--- config.mk ---
export PLATFORM = sky130hd
export DESIGN_NAME = spike_window_capture
export DESIGN_NICKNAME = d
export VERILOG_FILES = /design/src/rtl/spike_window_capture.sv
export SDC_FILE = /design/constraint.sdc
export NUM_CORES = 1
export LEC_CHECK = 0
export CORE_ASPECT_RATIO = 0.9
export CORE_MARGIN = 1
export CORE_UTILIZATION = 52
export CTS_CLUSTER_SIZE = 25
export DETAILED_ROUTE_END_ITERATION = 10
export PLACE_DENSITY = 0.86
export REMOVE_ABC_BUFFERS = 1
export SYNTH_ARGS = -nofsm -noshare
export SYNTH_HDL_FRONTEND = slang
export SYNTH_SLANG_ARGS = --single-unit
--- constraint.sdc ---
create_clock -name clk -period 4.2 [get_ports clk]
set_clock_uncertainty 0.15 [all_clocks]
set_input_delay 0.63 -clock clk [delete_from_list [all_inputs] [get_ports clk]]
set_output_delay 0.63 -clock clk [all_outputs]
set_load 0.1 [all_outputs]
--- src/rtl/spike_window_capture.sv ---
// Serial-to-parallel spike capture: samples one spike line over a LEN-cycle window and hands
// the time-indexed vector plus its popcount downstream over valid/ready, parking one extra window.
module spike_window_capture #(
    parameter  int unsigned LEN    = 8,
    parameter  int unsigned THERMO = 0,
    localparam int unsigned CW     = $clog2(LEN + 1)
) (
    input  logic            clk,
    input  logic            rst,
    input  logic            spike_in,
    input  logic            win_start,
    input  logic            ovr_clr,
    output logic [0:LEN-1]  spike_vec,
    output logic [CW-1:0]   spike_cnt,
    output logic            vec_valid,
    input  logic            vec_ready,
    output logic            busy,
    output logic            overrun
);

    localparam int unsigned TW = $clog2(LEN);

    typedef enum logic [1:0] {
        StIdle,
        StCapture,
        StFull
    } state_e;

    state_e          state_q, state_d;
    logic [0:LEN-1]  cap_q, cap_d;
    logic [TW-1:0]   t_q, t_d;
    logic [0:LEN-1]  vec_q, vec_d;
    logic [CW-1:0]   cnt_q, cnt_d;
    logic            valid_q, valid_d;
    logic            busy_q, busy_d;
    logic            ovr_q, ovr_d;

    logic [0:LEN-1]  cap_smp;
    logic [0:LEN-1]  start_vec;
    logic            prev_bit;
    logic            last_sample;
    logic            slot_free;
    logic            handshake;

    function automatic logic [CW-1:0] popcount(input logic [0:LEN-1] v);
        logic [CW-1:0] n;
        n = '0;
        for (int unsigned i = 0; i < LEN; i++) begin
            n = n + CW'(v[i]);
        end
        return n;
    endfunction

    // Capture register with the current cycle's sample folded in at position t.
    always_comb begin
        cap_smp  = cap_q;
        prev_bit = (t_q == '0) ? 1'b0 : cap_q[t_q - TW'(1)];
        if (THERMO != 0) begin
            cap_smp[t_q] = spike_in | prev_bit;
        end else begin
            cap_smp[t_q] = spike_in;
        end
    end

    always_comb begin
        start_vec    = '0;
        start_vec[0] = spike_in;
    end

    assign last_sample = (t_q == TW'(LEN - 1));
    assign handshake   = valid_q && vec_ready;
    assign slot_free   = !valid_q || vec_ready;

    always_comb begin
        state_d = state_q;
        cap_d   = cap_q;
        t_d     = t_q;
        vec_d   = vec_q;
        cnt_d   = cnt_q;
        valid_d = valid_q && !vec_ready;
        ovr_d   = ovr_q && !ovr_clr;

        // A request that cannot be accepted is dropped; setting beats clearing.
        if (win_start && (state_q != StIdle)) begin
            ovr_d = 1'b1;
        end

        case (state_q)
            StIdle: begin
                if (win_start) begin
                    cap_d   = start_vec;
                    t_d     = TW'(1);
                    state_d = StCapture;
                end
            end
            StCapture: begin
                cap_d = cap_smp;
                if (last_sample) begin
                    t_d = '0;
                    if (slot_free) begin
                        vec_d   = cap_smp;
                        cnt_d   = popcount(cap_smp);
                        valid_d = 1'b1;
                        state_d = StIdle;
                    end else begin
                        state_d = StFull;
                    end
                end else begin
                    t_d = t_q + TW'(1);
                end
            end
            StFull: begin
                if (handshake) begin
                    vec_d   = cap_q;
                    cnt_d   = popcount(cap_q);
                    valid_d = 1'b1;
                    state_d = StIdle;
                end
            end
            default: begin
                state_d = StIdle;
            end
        endcase

        busy_d = (state_d != StIdle);
    end

    always_ff @(posedge clk or posedge rst) begin
        if (rst) begin
            state_q <= StIdle;
            cap_q   <= '0;
            t_q     <= '0;
            vec_q   <= '0;
            cnt_q   <= '0;
            valid_q <= 1'b0;
            busy_q  <= 1'b0;
            ovr_q   <= 1'b0;
        end else begin
            state_q <= state_d;
            cap_q   <= cap_d;
            t_q     <= t_d;
            vec_q   <= vec_d;
            cnt_q   <= cnt_d;
            valid_q <= valid_d;
            busy_q  <= busy_d;
            ovr_q   <= ovr_d;
        end
    end

    assign spike_vec = vec_q;
    assign spike_cnt = cnt_q;
    assign vec_valid = valid_q;
    assign busy      = busy_q;
    assign overrun   = ovr_q;

endmodule

### After elaboration in Yosys (flattened, before gate mapping)

Index checks and enable logic that the tools add are counted.

| cells by class | value |
|---|---|
| magnitude comparators | 2 |
| reduce and logical (&&, ||, !) cells | 16 |
| bitwise logic cells | 1 |
| muxes and demuxes | 26 |
| equality and inequality tests | 7 |
| add/sub/neg operators | 15 |

Operators with widths:

| kind | count |
|---|---|
| adder 4 x 1 -> 4 bit | 8 |
| two-way mux 8 bit | 4 |
| case mux 8 bit (2 select lines) | 2 |
| two-way mux 4 bit | 3 |
| adder 3 x 1 -> 4 bit | 2 |
| bitwise mux 8 bit | 1 |
| two-way mux 2 bit | 4 |
| != test 2 bit, second input constant | 4 |
| case mux 4 bit (2 select lines) | 1 |
| nonzero test 2 bit | 4 |
| adder 2 x 1 -> 3 bit | 2 |
| two-way mux 3 bit | 2 |
| case mux 2 bit (3 select lines) | 1 |
| case mux 3 bit (2 select lines) | 1 |
| logical AND 1 bit | 5 |
| two-way mux 1 bit | 5 |
| adder 1 x 1 -> 2 bit | 2 |
| >= comparator 4 bit, second input constant | 1 |
| less-than comparator 4 x 1 -> 1 bit, second input constant | 1 |
| inverter 3 -> 4 bit | 1 |
| AND reduction 4 bit | 1 |
| adder 3 x 1 -> 3 bit, second input constant | 1 |
| demux 1 bit (select 3 bit) | 1 |
| == test 3 bit, second input constant | 1 |
| 7 further kinds | 9 |

| word-level totals | value |
|---|---|
| output and inout port bits | 15 |
| register bits | 28 |
| logic and storage cells | 75 |
| bits of input ports | 6 |

### Depth between registers and ports, before layout

Gate-level depths: netlist of run 1.

| depth | value |
|---|---|
| depth in word-level cells | 16 |
| gate-level depth with buffers | 16 |
| depth with buffers taken out | 14 |

### Least setup slack after synthesis of run 1

Ideal clock, no wire load.

| timing path | value |
|---|---|
| path type | input-to-reg |
| start | input port spike_in |
| end | register cnt_q[2], in the netlist spike_cnt[2] |
| buffers on the path | 2 |
| setup slack | 88 ps |
| library setup time | 125 ps |
| data arrival time | 3,837 ps |
| stages | 15 |
| cell sequence | buf_2 -> clkbuf_1 -> mux2i_1 -> fa_1 -> inv_1 -> fa_1 -> inv_1 -> fa_1 -> inv_1 -> ha_1 -> inv_1 -> fa_1 -> xor2_1 -> mux2i_1 -> mux2_2 |

| on the way | value |
|---|---|
| cells in the longest elaborated chain, start to end | 11 |

RTL lines:

| item | RTL line | RTL |
|---|---|---|
| from (decl) | 10 | `input logic spike_in,` |
| bitwise mux 8 bit (*) | 61 | `cap_smp[t_q] = spike_in;` |
| adder 1 x 1 -> 2 bit | 49 | `n = n + CW'(v[i]);` |
| adder 2 x 1 -> 3 bit | 49 |  |
| adder 3 x 1 -> 4 bit | 49 |  |
| adder 4 x 1 -> 4 bit (3 in a row) | 49 |  |
| adder 4 x 1 -> 4 bit (*) | 49 |  |
| two-way mux 4 bit (*) | 100 | `if (slot_free) begin` |
| two-way mux 4 bit (*) | 98 | `if (last_sample) begin` |
| case mux 4 bit (2 select lines) (*) | 88 | `case (state_q)` |
| to (signal assigned) | 143 | `cnt_q <= cnt_d;` |
| to (decl) | 33 | `logic [CW-1:0] cnt_q, cnt_d;` |

Every way passes the cells marked *; elsewhere a longest branch is shown, timed or not. The select of a mux whose other input is x is not followed.
A chain may end at the register's enable or synchronous reset.

### Final worst setup path of run 1

| timing path | value |
|---|---|
| start | register t_q[0] |
| end | register cnt_q[1], in the netlist spike_cnt[1] |

| on the way | value |
|---|---|
| cells in the longest elaborated chain, start to end | 16 |

RTL lines:

| item | RTL line | RTL |
|---|---|---|
| from (decl) | 31 | `logic [TW-1:0] t_q, t_d;` |
| from (signal assigned) | 141 | `t_q <= t_d;` |
| inverter 3 -> 4 bit (not written as such) | 61 |  |
| >= comparator 4 bit (not written as such) or less-than comparator 4 x 1 -> 1 bit (tied branches) | 61 |  |
| logical AND 1 bit (not written as such) | 61 |  |
| two-way mux 1 bit (not written as such) | 61 |  |
| demux 1 bit (select 3 bit) | 61 |  |
| bitwise mux 8 bit | 61 |  |
| adder 1 x 1 -> 2 bit | 49 |  |
| adder 2 x 1 -> 3 bit | 49 |  |
| adder 3 x 1 -> 4 bit | 49 |  |
| adder 4 x 1 -> 4 bit (4 in a row) | 49 |  |
| two-way mux 4 bit | 100 |  |
| two-way mux 4 bit | 98 |  |
| case mux 4 bit (2 select lines) | 88 |  |

Parallel ways exist; a longest one is shown, timed or not. The select of a mux whose other input is x is not followed.

==> results of run 1 <==
-- layout by cell type (no fill, tap or decap), types with 2 or more instances in the layout --
cell,synthesis,routed
a21o_1,2,2
a21oi_1,11,11
and4bb_2,3,3
buf_4,2,8
clkbuf_8,0,4
clkdlybuf4s50_1,0,19
dfrtp_1,28,27
fa_1,8,7
ha_1,12,11
inv_1,29,26
inv_2,0,3
mux2_2,23,22
mux2_4,2,3
mux2i_1,10,8
nand2_1,5,5
nand2b_1,3,3
nand3b_1,3,3
nor2b_1,4,4
nor4b_1,3,3
o211ai_1,4,4
o21ai_0,4,4
o22ai_1,7,7
o32ai_1,2,2
or3b_1,4,3
xor2_1,2,2
-- cell type report --
type | count | area [um2] | area share, %
tap | 46 | 57.6 | 2.31
inverter | 29 | 109 | 4.37
clock buffer | 4 | 55.1 | 2.21
sequential | 28 | 702 | 28.2
multi-input combinational | 128 | 1260 | 50.6
timing repair buffer | 30 | 308 | 12.4
-- critical path, cell delays in order, from the launching register on --
cell,delay [ns]
dfrtp_2,0.44
or3b_4,0.41
mux2i_4,0.20
fa_1,0.54
inv_2,0.04
fa_1,0.51
inv_2,0.04
fa_1,0.43
inv_1,0.07
ha_2,0.18
inv_2,0.04
fa_2,0.55
mux2i_1,0.06
mux2_2,0.28
-- sequential cells by signal (all words and copies together) (netlist names) --
signal / flops
spike_vec: 8
t_q: 3
cap_q: 8
busy: 1
vec_valid: 1
overrun: 1
state_q: 2
spike_cnt: 4
-- routing by layer --
layer  vias to the layer above  track usage [%]  routed length [um]
li1                        732                -                   -
met1                       757             30.1                2130
met2                        38             31.7                2030
met3                         6             3.68                 156
met4                         0             4.50                  57
met5                         -                0                   0
-- stage by stage --
stage / cell area, um2 / worst slack [ns] / TNS [ns] / hold WS (ns) / util, %
2_1_floorplan: 2040 / 0.125 / 0 / 0.375 / -
3_3_place_gp: 2360 / -0.173 / -0.299 / 0.343 / 61.6
3_5_place_dp: 2360 / -0.234 / -0.397 / 0.345 / 61.6
4_1_cts: 2420 / 0.0449 / 0 / 0.367 / 63.1
5_1_grt: 2490 / -0.0196 / -0.0196 / 0.384 / 64.9
6_report: 2490 / 0.136 / 0 / 0.362 / 64.9
-- how the worst max path moves through the flow --
| stage | start | end | slack [ns] | depth (start not counted) |
|---|---|---|---|---|
| floorplan | t_q[2] | spike_cnt[2] | 0.13 | 14 |
| global placement | spike_in | spike_cnt[2] | -0.17 | 14 |
| detailed placement | spike_in | spike_cnt[2] | -0.23 | 14 |
| CTS | spike_in | spike_cnt[2] | 0.04 | 14 |
| global route | t_q[0] | spike_cnt[2] | -0.02 | 14 |
| finish | t_q[0] | spike_cnt[1] | 0.14 | 13 |
-- cells in the mapped netlist (4+ instances only) --
master    number
inv_1         29
dfrtp_1       28
mux2_2        23
ha_1          12
a21oi_1       11
mux2i_1       10
fa_1           8
o22ai_1        7
buf_6          6
nand2_1        5
buf_2          4
nor2b_1        4
o211ai_1       4
o21ai_0        4
or3b_1         4
-- cells by family (layout without fill, tap and decap cells) --
group	count (synthesis)	count (layout)
buffers and inverters	44	63
multiplexers	36	36
AO/OA/AOI/OAI	35	35
AND/OR/NAND/NOR	35	35
flip-flops	28	28
adder cells (fa/ha/maj)	20	20
XOR/XNOR	2	2
-- timing repair --
action                     4_1_cts  5_1_grt
setup endpoints to repair        0        2
resized for setup                0       12
setup buffers                    0        2
==> impl_results.md, run 1 <==
- Outcome: complete, no violations
- EDFF count, synth: 0
- Crit. End Element: register
- Drt pass-1 iters: 4
- Number of top-level pins: 21
- Grt ovf: 0
- Max Slew Vio Count: 0
- Relative slew slack: 27.4%
- Vias in the first global route: 1494
- Mapped Avg Cell Area: 10.8 um2
- Critical Path Source Type: register
- Horiz. Die Dim: 69.9 um
- Crit path kind: reg2reg
- DIE HEIGHT: 63.1 um
- Worst Tran Pin Value: 1.09 ns
- First DRT Iteration DRCs: 113
- Compound-Gate Fraction of Synth Area: 10.4%
- Seq cells post-synth: 28
- Root cell of the clock tree: clkbuf_8
- Total GRT Usage: 20.5%
- Mapped Area: 0.00216 mm2
- Final hold violation count: 0
- Fraction of the mapped netlist area in adder cells: 14.4%
- First-pass GRT wire length: 7.22 mm
- Die area: 0.00441 mm2
- I/O Buffers: 20
- Largest net degree at the start of global routing: 29
- Max Cap Viol: 0
- WL final: 4.37 mm
- Clock transition at the registers of the reported paths: 0.10 ns
- Worst hold path class: reg2reg
- Worst R2R Setup Slack: 0.14 ns
- Worst EP arrival: 4.09 ns
- Via count: 1533
- Post-synth top area cell: dfrtp_1
- Final #Nets: 246
- CTS Buffer Depth: 2
- Initial core utilization: 56.2%
- Top-area cell type share of the netlist area: 32.5%
- Gpl congestion: 0.884
- Fraction of layout cells with a size suffix above 1: 25.1%
- Hold EP: spike_vec[4]
- CTS tree: yes
- Post-Layout Cell Count: 265
- Sequential area share after synthesis: 32.5%
- Hold_buf cts: 0
- RSZ-0062 raised after global routing: true
- Placed cell count: 258
- Min Tclk post-route: 4.06 ns
- H-tree Lvls: 1
- Post-synth top flop: dfrtp_1
- Initial antenna violation count: 0
- Worst-skew pair later-pin latency: 0.28 ns
- Worst EP required: 4.23 ns
- Antenna Violating Nets Remaining: 0
- CTS Buf Count: 3
- YS warnings: 0
- DP HPWL: 3.11 mm
- Async set-reset flop share out of synthesis: 100%
- Largest cells by area after synthesis: dfrtp_1, mux2_2, fa_1, ha_1, inv_1
- Worst hold path cell count: 1
- Core Rows: 21
- HP Start: spike_vec[4]
- Core Region: 0.00384 mm2
- # fillers: 309
- CTS sink count: 28
- Worst Reg-to-Reg Cells: 13
- Area Growth Syn to Fin: 15.5%
- FF-to-FF End: spike_cnt[1]
- Post-DR vias/cell: 5.78
- Worst Path Max Fanout: 3
- Final cycle utilization of the critical path: 96.8%
- WL per Instance: 16.5 um
- Simple-gate portion of the synthesized area: 12.9%
- Reg2reg start: t_q[0]
- Post-route DRC violation count: 0
- Xor and xnor fraction of the mapped netlist area: 0.812%
- Post-synthesis cell type count: 42
- Max Clock Freq: 0.246 GHz
- Setup violations, final: 0
- N_diodes: 0
- Post-synthesis mux area share: 18.6%
- Largest family of logic cells by synthesized area: multiplexers
- Mapped Cells: 200
Power of run 1 is not shown: default switching activity piles up to over one toggle a cycle in this logic, so the estimate is an artifact.
==> run 2, diff against run 1 <==
- SETUP_SLACK_MARGIN: default -> 0.05
==> impl_results.md, run 2 (same netlist as run 1, synthesis figures left out) <==
- Crit path kind: reg2reg
- DIE HEIGHT: 63.1 um
- Post-DR vias/cell: 5.79
- CTS tree: yes
- Crit. End Element: register
- Area Growth Syn to Fin: 15.5%
- Max Cap Viol: 0
- WL final: 4.43 mm
- Largest net degree at the start of global routing: 29
- Clock transition at the registers of the reported paths: 0.10 ns
- Worst EP required: 4.23 ns
- Worst EP arrival: 4.12 ns
- Fraction of layout cells with a size suffix above 1: 25.1%
- Worst-skew pair later-pin latency: 0.28 ns
- Reg2reg start: t_q[0]
- Worst Tran Pin Value: 1.08 ns
- Commonest non-fill, non-tap cell in the layout: dfrtp_1
- Placed instance area: 0.00236 mm2
- Post-Route Setup TNS: 0 ns
- DP HPWL: 3.11 mm
- Max Clock Freq: 0.244 GHz
- Horiz. Die Dim: 69.9 um
- Min Tclk post-route: 4.10 ns
- Core Rows: 21
- N_diodes: 0
- Via count: 1535
- Max Slew Vio Count: 0
- Grt ovf: 0
- Outcome: complete, no violations
- CTS sink count: 28
- Initial core utilization: 56.2%
- Worst R2R Setup Slack: 0.10 ns
- First-pass GRT wire length: 7.22 mm
- Critical Path Source Type: register
- Setup slack after layout: 0.103 ns
- Worst Path Max Fanout: 3
- Hold_buf cts: 0
- FF-to-FF End: spike_cnt[1]
- Setup violations, final: 0
- Most frequent cells in the layout: dfrtp_1, inv_1, mux2_2
- First DRT Iteration DRCs: 152
- RSZ-0062 raised after global routing: true
- Critical Path Source: t_q[0]
- Root cell of the clock tree: clkbuf_8
- Worst hold path class: reg2reg
- Vias in the first global route: 1494
- Crit path capture: spike_cnt[1]
- Drt pass-1 iters: 4
- Number of top-level pins: 21
- Die area: 0.00441 mm2
- Final #Nets: 246
- Total GRT Usage: 20.5%
- I/O Buffers: 20
- Finished Cell Area: 0.00249 mm2
- WL per Instance: 16.7 um
- Post-placement setup slack: -0.234 ns
- CTS Buffer Depth: 2
- Core Region: 0.00384 mm2
- # fillers: 309
- H-tree Lvls: 1
- CTS Buf Count: 3
- Worst Reg-to-Reg Cells: 13
- Initial antenna violation count: 0
- Post-route DRC violation count: 0
- Final cycle utilization of the critical path: 97.5%
- Relative slew slack: 27.9%
- Final hold violation count: 0
- Worst hold path cell count: 1
- Antenna Violating Nets Remaining: 0
- Gpl congestion: 0.884
==> run 2: cell count changes in the layout (fill, tap and decap cells not counted), sizes merged <==
cell          previous run  this run
dlygate4sd2              0         1
dlymetal6s2s             1         0
==> run 2: through the flow <==
stage | cells | utilization, % | hold WS [ns]
2_1_floorplan | 185 | - | 0.375
3_3_place_gp | 258 | 61.6 | 0.343
3_5_place_dp | 258 | 61.6 | 0.345
4_1_cts | 262 | 63.0 | 0.367
5_1_grt | 265 | 64.9 | 0.384
6_report | 265 | 64.9 | 0.362
==> run 2: timing repair <==
action	in CTS	in global routing
setup endpoints to repair	1	2
pin swaps	0	6
resized for setup	1	12
gates cloned	0	1
buffers inserted	0	2
==> run 2: worst max-delay path, stage by stage (launching register included) <==
cell and delay (ns):
dfrtp_2 0.44, or3b_4 0.41, mux2i_4 0.20, fa_1 0.54, inv_2 0.04, fa_1 0.51
inv_2 0.04, fa_1 0.43, inv_1 0.07, ha_2 0.19, inv_2 0.04, fa_2 0.55
mux2i_1 0.08, mux2_4 0.29
==> run 2: routing by layer <==
layer	global-route usage (%)	wire length [um]	vias to the layer above	share of wire, %
li1	-	-	733	-
met1	30.1	2140	759	48
met2	31.7	2050	37	46
met3	3.68	179	6	4.0
met4	4.50	63	0	1.4
met5	0	0	-	0
==> run 2: worst min-delay path by stage <==
stage | from | to | slack, ns
after floorplan | cap_q[5] | cap_q[5] | 0.37
after global placement | spike_vec[0] | spike_vec[0] | 0.34
after detailed placement | spike_vec[4] | spike_vec[4] | 0.35
after CTS | spike_vec[4] | spike_vec[4] | 0.37
after global routing | spike_vec[0] | spike_vec[0] | 0.38
final | spike_vec[4] | spike_vec[4] | 0.36
==> run 2: cell type report <==
| class | count | area (um2) | area share (%) |
|---|---|---|---|
| Sequential cell | 28 | 702 | 28.2 |
| Inverter | 29 | 109 | 4.37 |
| Tap cell | 46 | 57.6 | 2.31 |
| Timing Repair Buffer | 30 | 304 | 12.2 |
| Multi-Input combinational cell | 128 | 1260 | 50.7 |
| Clock buffer | 4 | 55.1 | 2.21 |
Power of run 2 is left out for the same reason.
